===== config.mk =====
export PLATFORM = sky130hd
export DESIGN_NAME = race_director
export DESIGN_NICKNAME = d
export VERILOG_FILES = /design/src/rtl/race_pkg.sv /design/src/rtl/cs_tick_gen.sv /design/src/rtl/race_director.sv
export SDC_FILE = /design/constraint.sdc
export NUM_CORES = 1
export LEC_CHECK = 0
export ABC_AREA = 1
export BUFFER_PORTS_ARGS = -buffer_cell sky130_fd_sc_hd__buf_2
export CAP_MARGIN = 30
export CORE_MARGIN = 2
export CORE_UTILIZATION = 40
export CTS_CLUSTER_DIAMETER = 80
export DETAILED_ROUTE_END_ITERATION = 8
export GPL_TIMING_DRIVEN = 0
export PLACE_DENSITY = 0.6
export SYNTH_ARGS = -nofsm -noshare
export SYNTH_HDL_FRONTEND = slang
export SYNTH_HIERARCHICAL = 1
export SYNTH_SLANG_ARGS = --single-unit

===== constraint.sdc =====
create_clock -name clk -period 2.3 [get_ports clk]
set_input_delay 0.345 -clock clk [delete_from_list [all_inputs] [get_ports clk]]
set_output_delay 0.345 -clock clk [all_outputs]
set_load 0.01 [all_outputs]

===== src/rtl/race_pkg.sv =====
// Shared race encodings and countdown helpers used by race_director and the HUD.
package race_pkg;

    typedef enum logic [2:0] {
        ST_IDLE = 3'd0,
        ST_CNT3 = 3'd1,
        ST_CNT2 = 3'd2,
        ST_CNT1 = 3'd3,
        ST_RACE = 3'd4,
        ST_DONE = 3'd5
    } state_t;

    typedef enum logic [1:0] {
        WIN_NONE = 2'd0,
        WIN_P1   = 2'd1,
        WIN_P2   = 2'd2,
        WIN_DRAW = 2'd3
    } winner_t;

    localparam logic [15:0] TIME_INVALID = 16'hFFFF;
    localparam int          CS_PER_SEC   = 100;

    function automatic state_t count_next(input state_t s);
        case (s)
            ST_CNT3: return ST_CNT2;
            ST_CNT2: return ST_CNT1;
            default: return ST_RACE;
        endcase
    endfunction

    function automatic logic [1:0] count_digit(input state_t s);
        case (s)
            ST_CNT3: return 2'd3;
            ST_CNT2: return 2'd2;
            ST_CNT1: return 2'd1;
            default: return 2'd0;
        endcase
    endfunction

endpackage


===== src/rtl/cs_tick_gen.sv =====
// Centisecond tick: one-cycle pulse every CLK_FREQ/100 cycles, realignable via restart.
module cs_tick_gen
    import race_pkg::*;
#(
    parameter int CLK_FREQ = 100_000_000
) (
    input  logic clk,
    input  logic rst,
    input  logic restart,
    output logic tick
);

    localparam int            PERIOD = CLK_FREQ / CS_PER_SEC;
    localparam int            CW     = (PERIOD > 1) ? $clog2(PERIOD) : 1;
    localparam logic [CW-1:0] TERM   = CW'(PERIOD - 1);

    logic [CW-1:0] cnt;

    always_ff @(posedge clk) begin
        if (rst || restart) begin
            cnt <= '0;
        end else if (cnt == TERM) begin
            cnt <= '0;
        end else begin
            cnt <= cnt + 1'b1;
        end
    end

    assign tick = (cnt == TERM);

endmodule


===== src/rtl/race_director.sv =====
// Race sequencer: countdown, race timing, finish capture and winner decision.
// Optional build macro RACE_TIMEOUT_EN ends a race after MAX_RACE_CS centiseconds.
module race_director
    import race_pkg::*;
#(
    parameter int CLK_FREQ    = 100_000_000,
    parameter int COUNT_CS    = 100
`ifdef RACE_TIMEOUT_EN
    ,
    parameter int MAX_RACE_CS = 18000
`endif
) (
    input  logic        clk,
    input  logic        rst,
    input  logic        start_btn,
    input  logic        p1_finish,
    input  logic        p2_finish,
    output logic [2:0]  state,
    output logic        car_rst,
    output logic [1:0]  countdown,
    output logic [15:0] race_cs,
    output logic [15:0] p1_time_cs,
    output logic [15:0] p2_time_cs,
    output logic [1:0]  winner
);

    state_t      st;
    winner_t     win;
    logic [15:0] step_cnt;
    logic        start_q, p1_q, p2_q;
    logic        start_rise, p1_rise, p2_rise, rec1, rec2;
    logic        tick, restart, counting, step_end, both_done, timeout, race_end;

    assign state  = st;
    assign winner = win;

    // The start register follows the button even in reset, so a button held
    // through reset reads as already pressed and cannot start a race.
    always_ff @(posedge clk) begin
        start_q <= start_btn;
        p1_q    <= p1_finish;
        p2_q    <= p2_finish;
    end

    assign start_rise = start_btn & ~start_q;
    assign p1_rise    = p1_finish & ~p1_q;
    assign p2_rise    = p2_finish & ~p2_q;
    assign rec1       = (st == ST_RACE) && p1_rise && (p1_time_cs == TIME_INVALID);
    assign rec2       = (st == ST_RACE) && p2_rise && (p2_time_cs == TIME_INVALID);

    assign counting  = (st == ST_CNT3) || (st == ST_CNT2) || (st == ST_CNT1);
    assign step_end  = counting && tick && (step_cnt == 16'(COUNT_CS - 1));
    assign both_done = (p1_time_cs != TIME_INVALID) && (p2_time_cs != TIME_INVALID);

`ifdef RACE_TIMEOUT_EN
    assign timeout = (race_cs >= 16'(MAX_RACE_CS));
`else
    assign timeout = 1'b0;
`endif

    assign race_end = (st == ST_RACE) && (both_done || timeout);
    assign restart  = (start_rise && ((st == ST_IDLE) || (st == ST_DONE)))
                    || step_end || race_end;

    cs_tick_gen #(
        .CLK_FREQ (CLK_FREQ)
    ) u_tick (
        .clk     (clk),
        .rst     (rst),
        .restart (restart),
        .tick    (tick)
    );

    always_ff @(posedge clk) begin
        if (rst) begin
            st         <= ST_IDLE;
            car_rst    <= 1'b0;
            countdown  <= 2'd0;
            race_cs    <= 16'd0;
            p1_time_cs <= TIME_INVALID;
            p2_time_cs <= TIME_INVALID;
            win        <= WIN_NONE;
            step_cnt   <= 16'd0;
        end else begin
            car_rst <= 1'b0;
            case (st)
                ST_IDLE: begin
                    if (start_rise) begin
                        st         <= ST_CNT3;
                        car_rst    <= 1'b1;
                        countdown  <= count_digit(ST_CNT3);
                        race_cs    <= 16'd0;
                        p1_time_cs <= TIME_INVALID;
                        p2_time_cs <= TIME_INVALID;
                        win        <= WIN_NONE;
                        step_cnt   <= 16'd0;
                    end
                end
                ST_CNT3, ST_CNT2, ST_CNT1: begin
                    if (step_end) begin
                        st        <= count_next(st);
                        countdown <= count_digit(count_next(st));
                        step_cnt  <= 16'd0;
                    end else if (tick) begin
                        step_cnt <= step_cnt + 16'd1;
                    end
                end
                ST_RACE: begin
                    if (tick && (race_cs != TIME_INVALID)) begin
                        race_cs <= race_cs + 16'd1;
                    end
                    // Recorded times are the pre-increment value of this cycle.
                    if (rec1) p1_time_cs <= race_cs;
                    if (rec2) p2_time_cs <= race_cs;
                    if (win == WIN_NONE) begin
                        if (rec1 && rec2) win <= WIN_DRAW;
                        else if (rec1)    win <= WIN_P1;
                        else if (rec2)    win <= WIN_P2;
                    end
                    if (race_end) begin
                        st <= ST_DONE;
                    end
                end
                ST_DONE: begin
                    if (start_rise) begin
                        st <= ST_IDLE;
                    end
                end
                default: st <= ST_IDLE;
            endcase
        end
    end

endmodule


Word level (Yosys, flattened, before mapping)

Index checks and enable logic that the tools add are counted.

Output and inout bits: 56
Logic and storage cells: 108
Input port bits: 5
Register bits: 95

Muxes and demuxes: 30
Equality and inequality tests: 25
$add $sub $neg: 3
Bitwise operators: 7
Reduce and logical (&&, ||, !) cells: 31

Operators with widths:

| operator                                              | count |
|---|---|
| one-hot mux 16 bit (2 select lines)                   | 4 |
| two-way mux 16 bit                                    | 7 |
| != test 16 bit (second input constant)                | 3 |
| adder 16 x 1 -> 16 bit (second input constant)        | 2 |
| equality test 16 bit (second input constant)          | 2 |
| adder 20 x 1 -> 20 bit (second input constant)        | 1 |
| equality test 20 bit (second input constant)          | 1 |
| two-way mux 3 bit                                     | 6 |
| equality test 16 x 7 -> 1 bit (second input constant) | 1 |
| AND reduction 3 bit                                   | 5 |
| two-way mux 2 bit                                     | 7 |
| equality test 3 x 2 -> 1 bit (second input constant)  | 4 |
| != test 2 bit (second input constant)                 | 6 |
| one-hot mux 3 bit (4 select lines)                    | 1 |
| logical AND 1 bit                                     | 11 |
| one-hot mux 2 bit (2 select lines)                    | 2 |
| AND reduction 4 bit                                   | 2 |
| equality test 3 x 1 -> 1 bit (second input constant)  | 2 |
| equality test 3 bit (second input constant)           | 2 |
| logical OR 1 bit                                      | 6 |
| one-hot mux 2 bit (3 select lines)                    | 1 |
| one-hot mux 3 bit (2 select lines)                    | 1 |
| != test 2 x 1 -> 1 bit (second input constant)        | 2 |
| != test 4 x 3 -> 1 bit (second input constant)        | 1 |
| 9 further kinds                                       | 16 |

Logic depth before layout (Yosys ltp)

Gate-level depths: netlist of the first run.

Depth after elaboration: 12
Gate-level depth with buffers: 13
Depth with buffers taken out: 13

Cells and area by module

The synthesis of the first run kept the hierarchy.

Modules (own cells, without submodules):

| module        | cells an instance | area an instance (um^2) | times used | sequential area each (um^2) |
|---|---|---|---|---|
| race_director | 550               | 3836.2                  | 1          | 1501.4 |
| cs_tick_gen   | 162               | 1072.3                  | 1          | 400.4 |

Worst setup path before layout of the first run

No wires, ideal clock.

Path kind: reg2reg
Start: register u_tick.cnt[0]
End: register step_cnt[5]
Setup time: 0.116 ns
Data arrival time: 1.917 ns
Path buffers: 1
Period minus slack after synthesis: 2.033 ns
Data required time: 2.184 ns
Stages on the path, launching flop included: 14
Setup slack: 0.267 ns
Cell sequence: dfxtp_1 -> ha_1 -> nand3_1 -> nor2_1 -> nand2_1 -> nor4_1 -> inv_1 -> nor2_2 -> nand3_1 -> nand2_2 -> nand2_4 -> nand2_2 -> buf_6 -> nor3_1

Cells in the longest elaborated chain, start to end: 5
Elaborated cells on any way between the ends: 7
Those cells by class: 2 x eq/ne; 2 x mux; 3 x reduce/logical

RTL lines:

| what                                                                                 | line                 | source |
|---|---|---|
| from (decl)                                                                          | cs_tick_gen.sv:17    | `logic [CW-1:0] cnt;` |
| from (signal assigned)                                                               | cs_tick_gen.sv:25    | `cnt <= cnt + 1'b1;` |
| equality test 20 bit *                                                               | cs_tick_gen.sv:29    | `assign tick = (cnt == TERM);` |
| net tick                                                                             | race_director.sv:32  | `logic tick, restart, counting, step_end, both_done, timeout, race_end;` |
| logical AND 1 bit (2 in a row)                                                       | race_director.sv:52  | `assign step_end = counting && tick && (step_cnt == 16'(COUNT_CS - 1));` |
| != test 3 bit (no line) or two-way mux 16 bit (tied branches)                        | -                    |  |
| AND reduction 3 bit (no line) or one-hot mux 16 bit (2 select lines) (tied branches) | -                    |  |
| to (signal assigned)                                                                 | race_director.sv:105 | `step_cnt <= step_cnt + 16'd1;` |
| to (decl)                                                                            | race_director.sv:29  | `logic [15:0] step_cnt;` |

Mark *: on every way through the listed nets, which the timed path passes. The rest lies on a longest branch.
A chain may end at the register's enable or synchronous reset.

Final worst setup path of the first run

Ends and elaborated chain as after synthesis.

==> results of run 1 <==
==> power by group through the flow <==
stage | logic, uW | clock network (uW) | registers [uW]
final | 2100 | 1640 | 2040
after global routing | 2340 | 1740 | 2070
after CTS | 2030 | 1680 | 2030
after detailed placement | 2000 | 0 | 2060
after global placement | 1970 | 0 | 2050
after floorplan | 1370 | 0 | 2120
==> cell families after synthesis <==
family / after synthesis
AOI/OAI and AO/OA: 87
and+or+nand+nor: 424
xor gates and xnor gates: 15
adders and majority gates: 3
buffers and inverters: 88
DFF: 95
==> path summary, 6_finish.rpt <==
check | end | from | cells after the start | slack [ns]
max | step_cnt[5] | u_tick/cnt[0] | 13 | 0.14
max reg2reg | step_cnt[5] | u_tick/cnt[0] | 13 | 0.14
min | p1_q | p1_finish | 1 | 0.11
min reg2reg | u_tick/cnt[0] | u_tick/cnt[0] | 1 | 0.46
==> worst max-delay path, cell delays in order (launching register included) <==
cell and delay [ns]:
dfxtp_4 0.38, ha_4 0.16, nand3_4 0.11, nor2_4 0.14
nand2_2 0.08, nor4_4 0.25, inv_2 0.11, nor2_2 0.17
nand3_2 0.11, nand2_2 0.14, nand2_4 0.09, nand2_2 0.11
buf_8 0.15, nor3_1 0.06
==> state kept, by name, indices dropped and copies added (netlist names) <==
name,flops
u_tick/cnt,20
start_q,1
p2_time_cs,16
p1_time_cs,16
countdown,2
car_rst,1
race_cs,16
p2_q,1
p1_q,1
state,3
winner,2
step_cnt,16
==> area by class of cell <==
class	instances	share of cell area
flip-flops and latches	95	0.326
plain buffers	31	0.0317
well taps	147	0.0314
repair buffers	67	0.0610
clock inverters	4	0.0133
multi-input cells	529	0.458
inverters	57	0.0366
clock buffers	12	0.0421
==> metal layers <==
layer  wire (microns)  share of wire  vias up
li1                 -              -     2495
met1             6460           0.48     2325
met2             6270           0.46      137
met3              681          0.050       11
met4              138          0.010        0
met5                0              0        -
==> per-stage QoR <==
step	hold slack (ns)	cells	worst slack, ns
finish	0.114	942	0.140
global route	0.100	942	-0.0119
CTS	0.101	936	0.0104
global placement	0.444	919	-0.254
floorplan	0.373	712	0.267
detailed placement	0.454	919	-0.297
==> cells in the final DEF (no fill, tap or decap), types with 2 or more instances in the layout <==
master	n
nor3b_2	5
dfxtp_1	93
buf_6	5
o211ai_1	16
xnor2_1	4
inv_2	5
xor2_1	11
clkbuf_1	12
clkbuf_2	5
o21a_1	2
a21oi_1	36
nor2_2	13
inv_1	52
nand3_1	84
nand3_2	2
nand4_1	17
o21ai_0	22
buf_2	68
nand2_2	12
bufinv_16	2
clkbuf_16	9
nand3b_1	4
nand2_4	3
buf_4	8
nor2_4	2
nand2_1	153
nor2_1	111
o21ai_1	3
nor3_1	9
ha_1	2
o22ai_1	2
o21bai_1	4
==> repair_timing <==
item,4_1_cts,5_1_grt
endpoints found under the setup margin,57,55
resized for setup,7,16
setup buffers,1,4
gates cloned,0,2
hold buffers,0,0
pin swaps,2,5
==> reports/metrics.csv, run 1 <==
metric,value,unit
"critical path fanouts, max",10,
library cells used by synthesis,39,
die width,115,microns
clk_lat worst skew,0.35,ns
proportion of layout cells with a drive suffix above 1,0.191,
P_sw,2140,uW
Starting DRT DRC Count,338,
Yosys reg bits,95,
pin count of the biggest net entering global routing,16,
HP Class,primary input to flip-flop,
FF/Latch Area,0.00191,sq mm
std cell rows,40,
Startpoint Class,flip-flop,
status,completed,
YS warnings,6,
most common flop cell mapped by yosys,dfxtp_1,
Pwr Total,5780,uW
area post-placement,0.00539,sq mm
post-synthesis simple-gate area fraction,0.396,
Crit path required time,2.54,ns
core area,0.0120,sq mm
Slew @ Worst Pin,0.579,ns
Post-Syn Nets,720,
diodes inserted,0,
H-tree depth,3,
syn_area_per_cell,6.89,sq um
max cap viols,0,
global-route met3 utilization,0.0401,
"EDFF count, synth",0,
WL/cell,14.4,microns
synthesized area,0.00491,sq mm
CP Capture Type,flip-flop,
Synth top area share,0.387,
Switching Fraction,0.370,
IO buf count,60,
Final period util,0.939,
met2 global-route usage,0.333,
fill count,1271,
Post-synth ARST share,0,
final hold vios,0,
final instance area,0.00585,sq mm
fin nets,798,
Synth Area in Adders,0.00765,
die area,0.0132,sq mm
top-count cell post-synth,nand2_1,
first-pass GRT wire length,21700,microns
DP HPWL,9740,microns
RSZ-0062 raised after global routing,yes,
combinational power share,0.363,
vias in the first global route,4459,
Seq pwr share,0.353,
antenna violations before repair,0,
First-pass DRT Iterations,5,
GRT busiest layer,met2,
largest family of logic cells by synthesized area,simple AND/OR/NAND/NOR gates,
Leakage,0.00234,uW
"Core Util, Final",0.487,
"Arr. time, crit path",2.40,ns
Power Density,988,mW/mm^2
"area leader, netlist",dfxtp_1,
Root Buffer,clkbuf_16,
WS Path Type,flip-flop to flip-flop,
maximum VDD drop,400,uV
Max clock buf depth,2,
synth top area cells,"dfxtp_1 (39%), nand2_1 (12%), nand3_1 (8.8%), nor2_1 (8.6%), inv_1 (4.1%)",
number of buffers created by CTS,9,
Routed WL,13500,microns
Achievable Freq,463,MHz
Layout Skew,0.00881,ns
Initial Utilization,0.409,
compound-cell area share of the yosys netlist,0.103,
met1 global-route usage,0.289,
Final setup viols,0,
fin. max-slew vios,0,
vias,4968,
register area share after synthesis,0.387,
Synth Instances,712,
Die Ht,115,microns
Clk pwr share,0.285,
DRC,0,
CTS tree,done,
crit path time final,2.16,ns
P_int,3640,uW
routability cong.,0.901,
multi-input logic area,0.00268,sq mm
all-layer global routing usage,0.208,
Max-slew headroom,0.614,
area delta synth->final,19.2,%
Synth Area in XOR/XNOR,0.0268,
CTS Sinks,95,
mux contribution to synthesized area,0,
Top Ports,61,
clk slew on worst S/H paths,0.07,ns
Synth top cells by count,"nand2_1 (155), nor2_1 (112), dfxtp_1 (95)",
Vias/cell,5.27,
Routed Antenna Nets,0,
setup TNS,0,ns
aggregate global routing overflow,0,
(Power assumes the default switching activity.)
==> inputs of run 2 (changes only) <==
--- a/config.mk
+++ b/config.mk
@@ -14,6 +14,8 @@
 export DETAILED_ROUTE_END_ITERATION = 8
 export GPL_TIMING_DRIVEN = 0
 export PLACE_DENSITY = 0.6
+export SETUP_SLACK_MARGIN = 0.2
+export SLEW_MARGIN = 20
 export SYNTH_ARGS = -nofsm -noshare
 export SYNTH_HDL_FRONTEND = slang
 export SYNTH_HIERARCHICAL = 1
==> run 2 against run 1 <==
  * Global-route usage rose by 0.38 points
  * Sequential cell count stayed put
  * Via count is 2.0% higher
  * Hold slack got worse by 0.0024 ns
==> reports/metrics.csv, run 2 (same netlist as run 1, synthesis figures left out) <==
metric,value,unit,change
status,completed,,
placed cells,919,,unchanged
Initial Utilization,0.409,,unchanged
Achievable Freq,498,MHz,+7.5%
maximum VDD drop,337,uV,-16%
Crit path required time,2.54,ns,about the same
multi-input logic area,0.00274,sq mm,+2.3%
crit path buf inv count,2,,unchanged
Routed WL,14000,microns,+3.4%
R2R cell count,13,,unchanged
CTS Hold Bufs,0,,unchanged
clk_lat worst skew,0.35,ns,about the same
CTS tree,done,,
HP Class,primary input to flip-flop,,
antenna violations before repair,0,,unchanged
First-pass DRT Iterations,7,,+2
setup TNS,0,ns,unchanged
routability cong.,0.901,,unchanged
Layout Skew,0.0106,ns,+0.00180 ns
DP HPWL,9740,microns,unchanged
CTS Sinks,95,,unchanged
CP max stage delay,0.36,ns,-0.02 ns
Top Ports,61,,unchanged
most frequent cells in the layout,"nand2_1 (153), nor2_1 (105), dfxtp_1 (90), nand3_1 (83), buf_2 (67)",,
Max-slew headroom,0.613,,about the same
Largest register FFs,20,,unchanged
fin. max-slew vios,0,,unchanged
CP Capture Type,flip-flop,,
H-tree depth,3,,unchanged
Biggest register,u_tick/cnt,,
WL/cell,14.7,microns,+2.1%
Root Buffer,clkbuf_16,,
Max clock buf depth,2,,unchanged
"CP delay by family, top",simple AND/OR/NAND/NOR gates,,
fill count,1240,,-2.4%
WS Path Type,flip-flop to flip-flop,,
Routed Antenna Nets,0,,unchanged
first-pass GRT wire length,22100,microns,+1.9%
crit path time final,2.01,ns,-0.150 ns
"Arr. time, crit path",2.25,ns,-0.15 ns
Vias/cell,5.31,,+0.67%
worst hold stages,1,,unchanged
RSZ-0062 raised after global routing,yes,,
Die Ht,115,microns,unchanged
clk slew on worst S/H paths,0.07,ns,about the same
DRC,0,,unchanged
"critical path fanouts, max",5,,-5
critical path depth,13,,unchanged
diodes inserted,0,,unchanged
Slew @ Worst Pin,0.580,ns,+0.000808 ns
number of buffers created by CTS,9,,unchanged
core area,0.0120,sq mm,unchanged
vias in the first global route,4554,,+2.1%
Startpoint Class,flip-flop,,
FF/Latch Area,0.00191,sq mm,+0.20%
die width,115,microns,unchanged
die area,0.0132,sq mm,unchanged
Power Density,982,mW/mm^2,-0.63%
fin nets,810,,+1.5%
Final period util,0.874,,-0.0654
Starting DRT DRC Count,374,,+11%
vias,5065,,+2.0%
final hold vios,0,,unchanged
Leakage,0.00243,uW,+3.7%
std cell rows,40,,unchanged
"commonest non-fill, non-tap cell in the layout",nand2_1,,
max cap viols,0,,unchanged
proportion of layout cells with a drive suffix above 1,0.227,,+0.0356
fin cells,954,,+1.3%
Final setup viols,0,,unchanged
Critical-path top delay cell,dfxtp_4,,
aggregate global routing overflow,0,,unchanged
CP Cell Sequence,ha_4 -> nand3_4 -> nor2_4 -> nand2_2 -> nor4_4 -> inv_2 -> nor2_4 -> nand3_2 -> nand2_2 -> nand2_4 -> nand2_4 -> bufbuf_16 -> nor3b_2,,
area delta synth->final,23.3,%,
all-layer global routing usage,0.211,,+0.00376
Pwr Total,5940,uW,+2.8%
pin count of the biggest net entering global routing,16,,unchanged
IO buf count,60,,unchanged
==> run 2: per-stage QoR <==
stage                     hold slack (ns)  setup slack (ns)  instance area [sq um]  utilization
final                               0.112             0.291                   6050        0.504
after global routing                0.100             0.161                   6050        0.504
after CTS                           0.101             0.217                   5920        0.493
after detailed placement            0.454            -0.297                   5390        0.449
after global placement              0.444            -0.254                   5390        0.449
after floorplan                     0.373             0.267                   4910            -
==> run 2: final timing paths <==
path / startpoint / to / slack [ns]
worst max-delay path: u_tick/cnt[0] / step_cnt[6] / 0.29
worst min register to register: winner[0] / winner[0] / 0.49
worst max register to register: u_tick/cnt[0] / step_cnt[6] / 0.29
worst min-delay path: p1_finish / p1_q / 0.11
==> run 2: report_power, final <==
group	switching [uW]	total, uW	internal [uW]
clock	660	1650	990
sequential	169	2040	1870
combinational	1380	2260	879
==> run 2: what timing repair did <==
action	in CTS	in global routing
endpoints found under the setup margin	57	55
buffers inserted	11	5
gates resized for setup	18	33
pin swaps	7	11
cloned	1	2
==> run 2: routing by layer <==
layer	wire length (microns)	vias up	global-route usage
met2	6480	143	0.343
met5	0	-	0
met4	147	0	0.0538
met1	6640	2392	0.292
li1	-	2518	-
met3	746	12	0.0401
==> run 2: final cells by class <==
type,instances,area share
clock buffers,12,0.0407
well taps,147,0.0304
repair buffers,79,0.0806
flip-flops and latches,95,0.316
multi-input cells,529,0.453
inverters,57,0.0353
clock inverters,4,0.0128
plain buffers,31,0.0318
